$ cat config.mk
export PLATFORM = sky130hd
export DESIGN_NAME = digit_glyph_streamer
export DESIGN_NICKNAME = d
export VERILOG_FILES = /design/src/rtl/digit_glyph_streamer.sv
export SDC_FILE = /design/constraint.sdc
export NUM_CORES = 1
export LEC_CHECK = 0
export CORE_AREA = 5 5 86 88
export DETAILED_ROUTE_END_ITERATION = 16
export DIE_AREA = 0 0 91 93
export DONT_BUFFER_PORTS = 1
export PLACE_DENSITY = 0.61
export SYNTH_ARGS = -nofsm -noshare
export SYNTH_HDL_FRONTEND = slang
export SYNTH_SLANG_ARGS = --single-unit
$ cat constraint.sdc
create_clock -name clk -period 2.38 [get_ports clk]
set_input_delay 0.595 -clock clk [delete_from_list [all_inputs] [get_ports clk]]
set_output_delay 0.595 -clock clk [all_outputs]
set_load 0.01 [all_outputs]
$ cat src/rtl/digit_glyph_streamer.sv
// Converts a 10-bit value to BCD, then streams NUM_DIGITS glyphs of DATA_WIDTH bytes each
// from an external synchronous glyph ROM over a valid/ready byte interface.
module digit_glyph_streamer #(
  parameter int DATA_WIDTH = 135,
  parameter int NUM_DIGITS = 3
) (
  input  logic       clk,
  input  logic       rst,
  input  logic       start,
  input  logic [9:0] value,
  output logic       busy,
  output logic       done,
  output logic       sat,
  output logic [3:0] rom_number,
  output logic [7:0] rom_addr,
  input  logic [7:0] rom_data,
  output logic [7:0] out_data,
  output logic       out_valid,
  input  logic       out_ready,
  output logic       out_last
);

  localparam int BCD_W = 4 * NUM_DIGITS;
  localparam int DIG_W = (NUM_DIGITS > 1) ? $clog2(NUM_DIGITS) : 1;

  typedef enum logic [2:0] {IDLE, CONVERT, FETCH, WAIT, SEND} state_t;

  state_t             r_state;
  state_t             w_state_next;
  logic [9:0]         r_bin;
  logic [BCD_W-1:0]   r_bcd;
  logic [3:0]         r_cnt;
  logic [DIG_W-1:0]   r_digit;
  logic [7:0]         r_addr;
  logic [7:0]         r_data;
  logic               r_sat;
  logic               r_done;
  logic [BCD_W-2:0]   w_bcd_adj;
  logic [3:0]         w_cur_digit;
  logic               w_last_byte;
  logic               w_last_digit;

  // The top digit never reaches 5 before a shift (input is clamped to 999), so it is shifted unadjusted.
  genvar gi;
  generate
    for (gi = 0; gi < NUM_DIGITS - 1; gi++) begin : g_adj
      assign w_bcd_adj[4*gi +: 4] = (r_bcd[4*gi +: 4] >= 4'd5) ? r_bcd[4*gi +: 4] + 4'd3
                                                               : r_bcd[4*gi +: 4];
    end
  endgenerate
  assign w_bcd_adj[BCD_W-2:BCD_W-4] = r_bcd[BCD_W-2:BCD_W-4];

  // Digit index 0 selects the most significant BCD nibble.
  always_comb begin
    w_cur_digit = 4'd0;
    for (int i = 0; i < NUM_DIGITS; i++) begin
      if (r_digit == DIG_W'(NUM_DIGITS - 1 - i)) w_cur_digit = r_bcd[4*i +: 4];
    end
  end

  assign w_last_byte  = (r_addr == 8'(DATA_WIDTH - 1));
  assign w_last_digit = (r_digit == DIG_W'(NUM_DIGITS - 1));

  always_ff @(posedge clk) begin
    if (rst) r_state <= IDLE;
    else     r_state <= w_state_next;
  end

  always_comb begin
    w_state_next = r_state;
    busy         = (r_state != IDLE);
    out_valid    = 1'b0;
    out_last     = 1'b0;
    rom_number   = 4'd0;
    rom_addr     = 8'd0;
    case (r_state)
      IDLE:    if (start) w_state_next = CONVERT;
      CONVERT: if (r_cnt == 4'd9) w_state_next = FETCH;
      FETCH: begin
        rom_number   = w_cur_digit;
        rom_addr     = r_addr;
        w_state_next = WAIT;
      end
      WAIT: begin
        rom_number   = w_cur_digit;
        rom_addr     = r_addr;
        w_state_next = SEND;
      end
      SEND: begin
        out_valid = 1'b1;
        out_last  = w_last_byte && w_last_digit;
        if (out_ready) w_state_next = (w_last_byte && w_last_digit) ? IDLE : FETCH;
      end
      default: w_state_next = IDLE;
    endcase
  end

  always_ff @(posedge clk) begin
    if (rst) begin
      r_bin   <= '0;
      r_bcd   <= '0;
      r_cnt   <= '0;
      r_digit <= '0;
      r_addr  <= '0;
      r_data  <= '0;
      r_sat   <= 1'b0;
      r_done  <= 1'b0;
    end else begin
      r_done <= 1'b0;
      case (r_state)
        IDLE: begin
          if (start) begin
            r_sat   <= (value > 10'd999);
            r_bin   <= (value > 10'd999) ? 10'd999 : value;
            r_bcd   <= '0;
            r_cnt   <= '0;
            r_digit <= '0;
            r_addr  <= '0;
          end
        end
        CONVERT: begin
          r_bcd <= {w_bcd_adj, r_bin[9]};
          r_bin <= {r_bin[8:0], 1'b0};
          r_cnt <= r_cnt + 4'd1;
        end
        WAIT: r_data <= rom_data;
        SEND: begin
          if (out_ready) begin
            if (w_last_byte) begin
              r_addr <= '0;
              if (w_last_digit) r_done <= 1'b1;
              else              r_digit <= r_digit + DIG_W'(1);
            end else begin
              r_addr <= r_addr + 8'd1;
            end
          end
        end
        default: ;
      endcase
    end
  end

  assign done     = r_done;
  assign sat      = r_sat;
  assign out_data = r_data;

endmodule

==> flow_summary.json <==
{
  "status": "finished, final reports clean",
  "cpPeakStageDelay_ns": 0.42,
  "synth_edf_count": 0,
  "arrival_ns": 1.62,
  "postLayoutCellArea_um2": 2660,
  "p_per_area_nw_per_um2": 554,
  "drv_cap": 0,
  "cp-end-kind": "output port",
  "drtPass1Iterations": 4,
  "grt_pass1_vias": 1908,
  "clk_path_buf_depth": 2,
  "ys_top_cells_by_area": "dfxtp_1 (39%), a21oi_1 (6.2%), ha_1 (5.5%)",
  "clock.fmax_mhz": 452,
  "power_mw": 1.47,
  "place_ws_ns": 0.437,
  "hold_path_end": "r_bcd[10]",
  "worstHoldStart": "rst",
  "path_class": "reg -> out",
  "final_cells": 375,
  "hold_violations": 0,
  "setup_viol": 0,
  "worst_hold_path.num_cells": 1,
  "power.internal_mw": 1.09,
  "synth_top_family_by_area": "simple AND/OR/NAND/NOR gates",
  "peakVddDrop_v": 0.000270,
  "finalCritPeriodShare_pct": 93.1,
  "floorplan.rows": 30,
  "dpl.hpwl_mm": 4.04,
  "grt_remaining_overflow": 0,
  "grt_usage_pct": 13.0,
  "io_pins": 47,
  "grt_max_degree": 42,
  "synth_mux_area_share_pct": 1.80,
  "required_ns": 1.78,
  "clkTransAtPathRegs_ns": 0.09,
  "viasPerCell": 5.59,
  "switching_share_pct": 25.7,
  "place_area_um2": 2570,
  "cts_max_level": 2,
  "relSlewSlack_pct": 60.7,
  "rsz0062_at_grt": "no",
  "place.port_buffers": 0,
  "fin_worst_skew_ns": 0.00330,
  "cts_root_buf": "clkbuf_8",
  "synthCells": 296,
  "crit_family": "simple AND/OR/NAND/NOR gates",
  "yosysTopAreaCellShare_pct": 39.2,
  "start_util_pct": 38.1,
  "p_seq_share_pct": 58.2,
  "syn-num-nets": 329,
  "p_comb_share_pct": 8.0,
  "r2r_end": "r_cnt[3]",
  "die_w_um": 91,
  "timing.hold.ws_ns": 0.354,
  "p_clk_share_pct": 33.8,
  "crit_fanout": 6,
  "worstMarginPinSlew_ns": 0.587,
  "wl_per_cell_um": 14.9,
  "syn_area_um2": 2500,
  "critPathLaunchType": "flop",
  "ant_nets": 0,
  "routed_wl_mm": 5.61,
  "async_flop_share_pct": 0,
  "nets": 327,
  "final_layout_size_suffix_gt1_share_pct": 7.80,
  "dr.first_iter.drc_count": 186,
  "min_period_ns": 2.21,
  "drv_slew": 0,
  "fin_util_pct": 40.5,
  "postLayoutSetupSlackWorst_ns": 0.165,
  "r2r_start": "r_state[0]",
  "synth-simple-area-share_pct": 27.9,
  "cts_resized": 0,
  "yosysTopAreaCell": "dfxtp_1",
  "hold_class": "in -> reg",
  "post-cts-setup-buffers": 0,
  "rrSetupSlack_ns": 0.59,
  "p_leak_nw": 0.897,
  "yosysWarnings": 0,
  "placed_cells": 367,
  "core_area_um2": 6570,
  "yosysSeqAreaShare_pct": 39.2,
  "antenna_found_initial": 0,
  "cts_hold_buf": 0,
  "setup-tns-final_ns": 0,
  "gp_congestion": 0.837,
  "n_antenna_cell": 0,
  "synthAdderAreaFrac_pct": 5.51,
  "avgSynthCellArea_um2": 8.45,
  "cts_buffers": 5,
  "cp_slowest_cell": "dfxtp_1",
  "vias": 2097,
  "worstRegToRegCells": 4,
  "synth-compound-area-share_pct": 17.4,
  "ys_types": 53,
  "synth-main-ff-cell": "dfxtp_1",
  "clk_latency_ns": 0.30,
  "yosys.area_share.xor_xnor_pct": 3.50,
  "p_sw_mw": 0.378,
  "area_growth_pct": 6.36,
  "tritoncts": "built",
  "synth_seq_cells": 49,
  "grt_pass1_wl_mm": 9.27,
  "die-area_um2": 8460,
  "drc": 0,
  "worstPathCellList": "ha_1 > nor4bb_1 > nand3_1 > nor2_2",
  "cp_num_buf_inv": 0,
  "clock-sinks": 49,
  "die_h_um": 93
}
[worst register-to-register path, cell delays in order, from the launching register on]
cell and delay (ns):
dfxtp_1 0.60, nor3b_2 0.59, nand4_1 0.19, or2_0 0.23, a21oi_1 0.13
[placed cells by master (no fill, tap or decap), drive strengths merged, types with 6 or more instances in the layout]
master | Yosys | layout
buf | 7 | 6
and2 | 7 | 7
nand2 | 21 | 21
nor2 | 35 | 35
nand3 | 20 | 20
a21oi | 31 | 31
clkbuf | 8 | 6
nor3 | 9 | 9
nand3b | 6 | 6
ha | 11 | 11
inv | 10 | 10
o21ai | 9 | 9
dfxtp | 49 | 49
[power by group through the flow]
stage | sequential [mW] | combinational, mW | clock [mW]
after floorplan | 0.870 | 0.108 | 0
after global placement | 0.876 | 0.117 | 0
after detailed placement | 0.877 | 0.118 | 0
after CTS | 0.858 | 0.119 | 0.510
after global routing | 0.862 | 0.133 | 0.556
final | 0.858 | 0.118 | 0.497
[synthesized netlist by cell type, types with 2 or more instances]
cell / n
buf_6: 2
o22ai_1: 2
nand3_1: 20
o31ai_1: 2
mux2i_1: 3
a222oi_1: 5
inv_1: 10
a21oi_1: 31
dfxtp_1: 49
xor2_1: 5
ha_1: 11
a31oi_1: 3
and2_1: 7
a22o_1: 4
or3_1: 4
xnor2_1: 5
nand4_1: 5
nor2_1: 35
o21a_1: 3
a22oi_1: 4
buf_2: 3
nand2_1: 20
nand2b_1: 5
nor3_1: 8
clkbuf_1: 8
a211oi_1: 3
o21ai_1: 3
o21ai_0: 6
nand3b_1: 6
[cell families after synthesis]
group,after synthesis
AO/OA/AOI/OAI,69
adder cells (fa/ha/maj),11
flip-flops,49
XOR/XNOR,10
AND/OR/NAND/NOR,128
multiplexers,4
buffers and inverters,25
[how the worst max path moves through the flow]
| stage | startpoint | to | slack, ns | cells after the start |
|---|---|---|---|---|
| after global routing | r_addr[0] | out_last | 0.01 | 5 |
| final | r_addr[1] | out_last | 0.17 | 4 |
| after global placement | r_addr[0] | out_last | 0.48 | 5 |
| after detailed placement | r_addr[0] | out_last | 0.44 | 5 |
| after floorplan | r_addr[0] | out_last | 0.47 | 5 |
| after CTS | r_addr[0] | out_last | 0.1 | 5 |
[routing by layer]
| layer | wire [µm] | track usage [%] | vias up |
|---|---|---|---|
| met5 | 0 | 0 | - |
| met4 | 92 | 3.42 | 0 |
| met3 | 384 | 4.02 | 9 |
| met2 | 2550 | 20.9 | 55 |
| met1 | 2580 | 17.0 | 981 |
| li1 | - | - | 1052 |
[sequential cells by signal (all words and copies together) (netlist names)]
register / cells
done: 1
out_data: 8
r_addr: 8
r_bcd: 12
r_bin: 10
r_cnt: 4
r_digit: 2
r_state: 3
sat: 1
[final cells by class]
| type | count | area, µm² |
|---|---|---|
| repair buffers | 6 | 45.0 |
| fillers | 662 | 3910 |
| clock inverters | 2 | 15.0 |
| clock buffers | 6 | 72.6 |
| flip-flops and latches | 49 | 981 |
| inverters | 10 | 37.5 |
| multi-input cells | 222 | 1410 |
| well taps | 80 | 100 |
(Power assumes the default switching activity.)
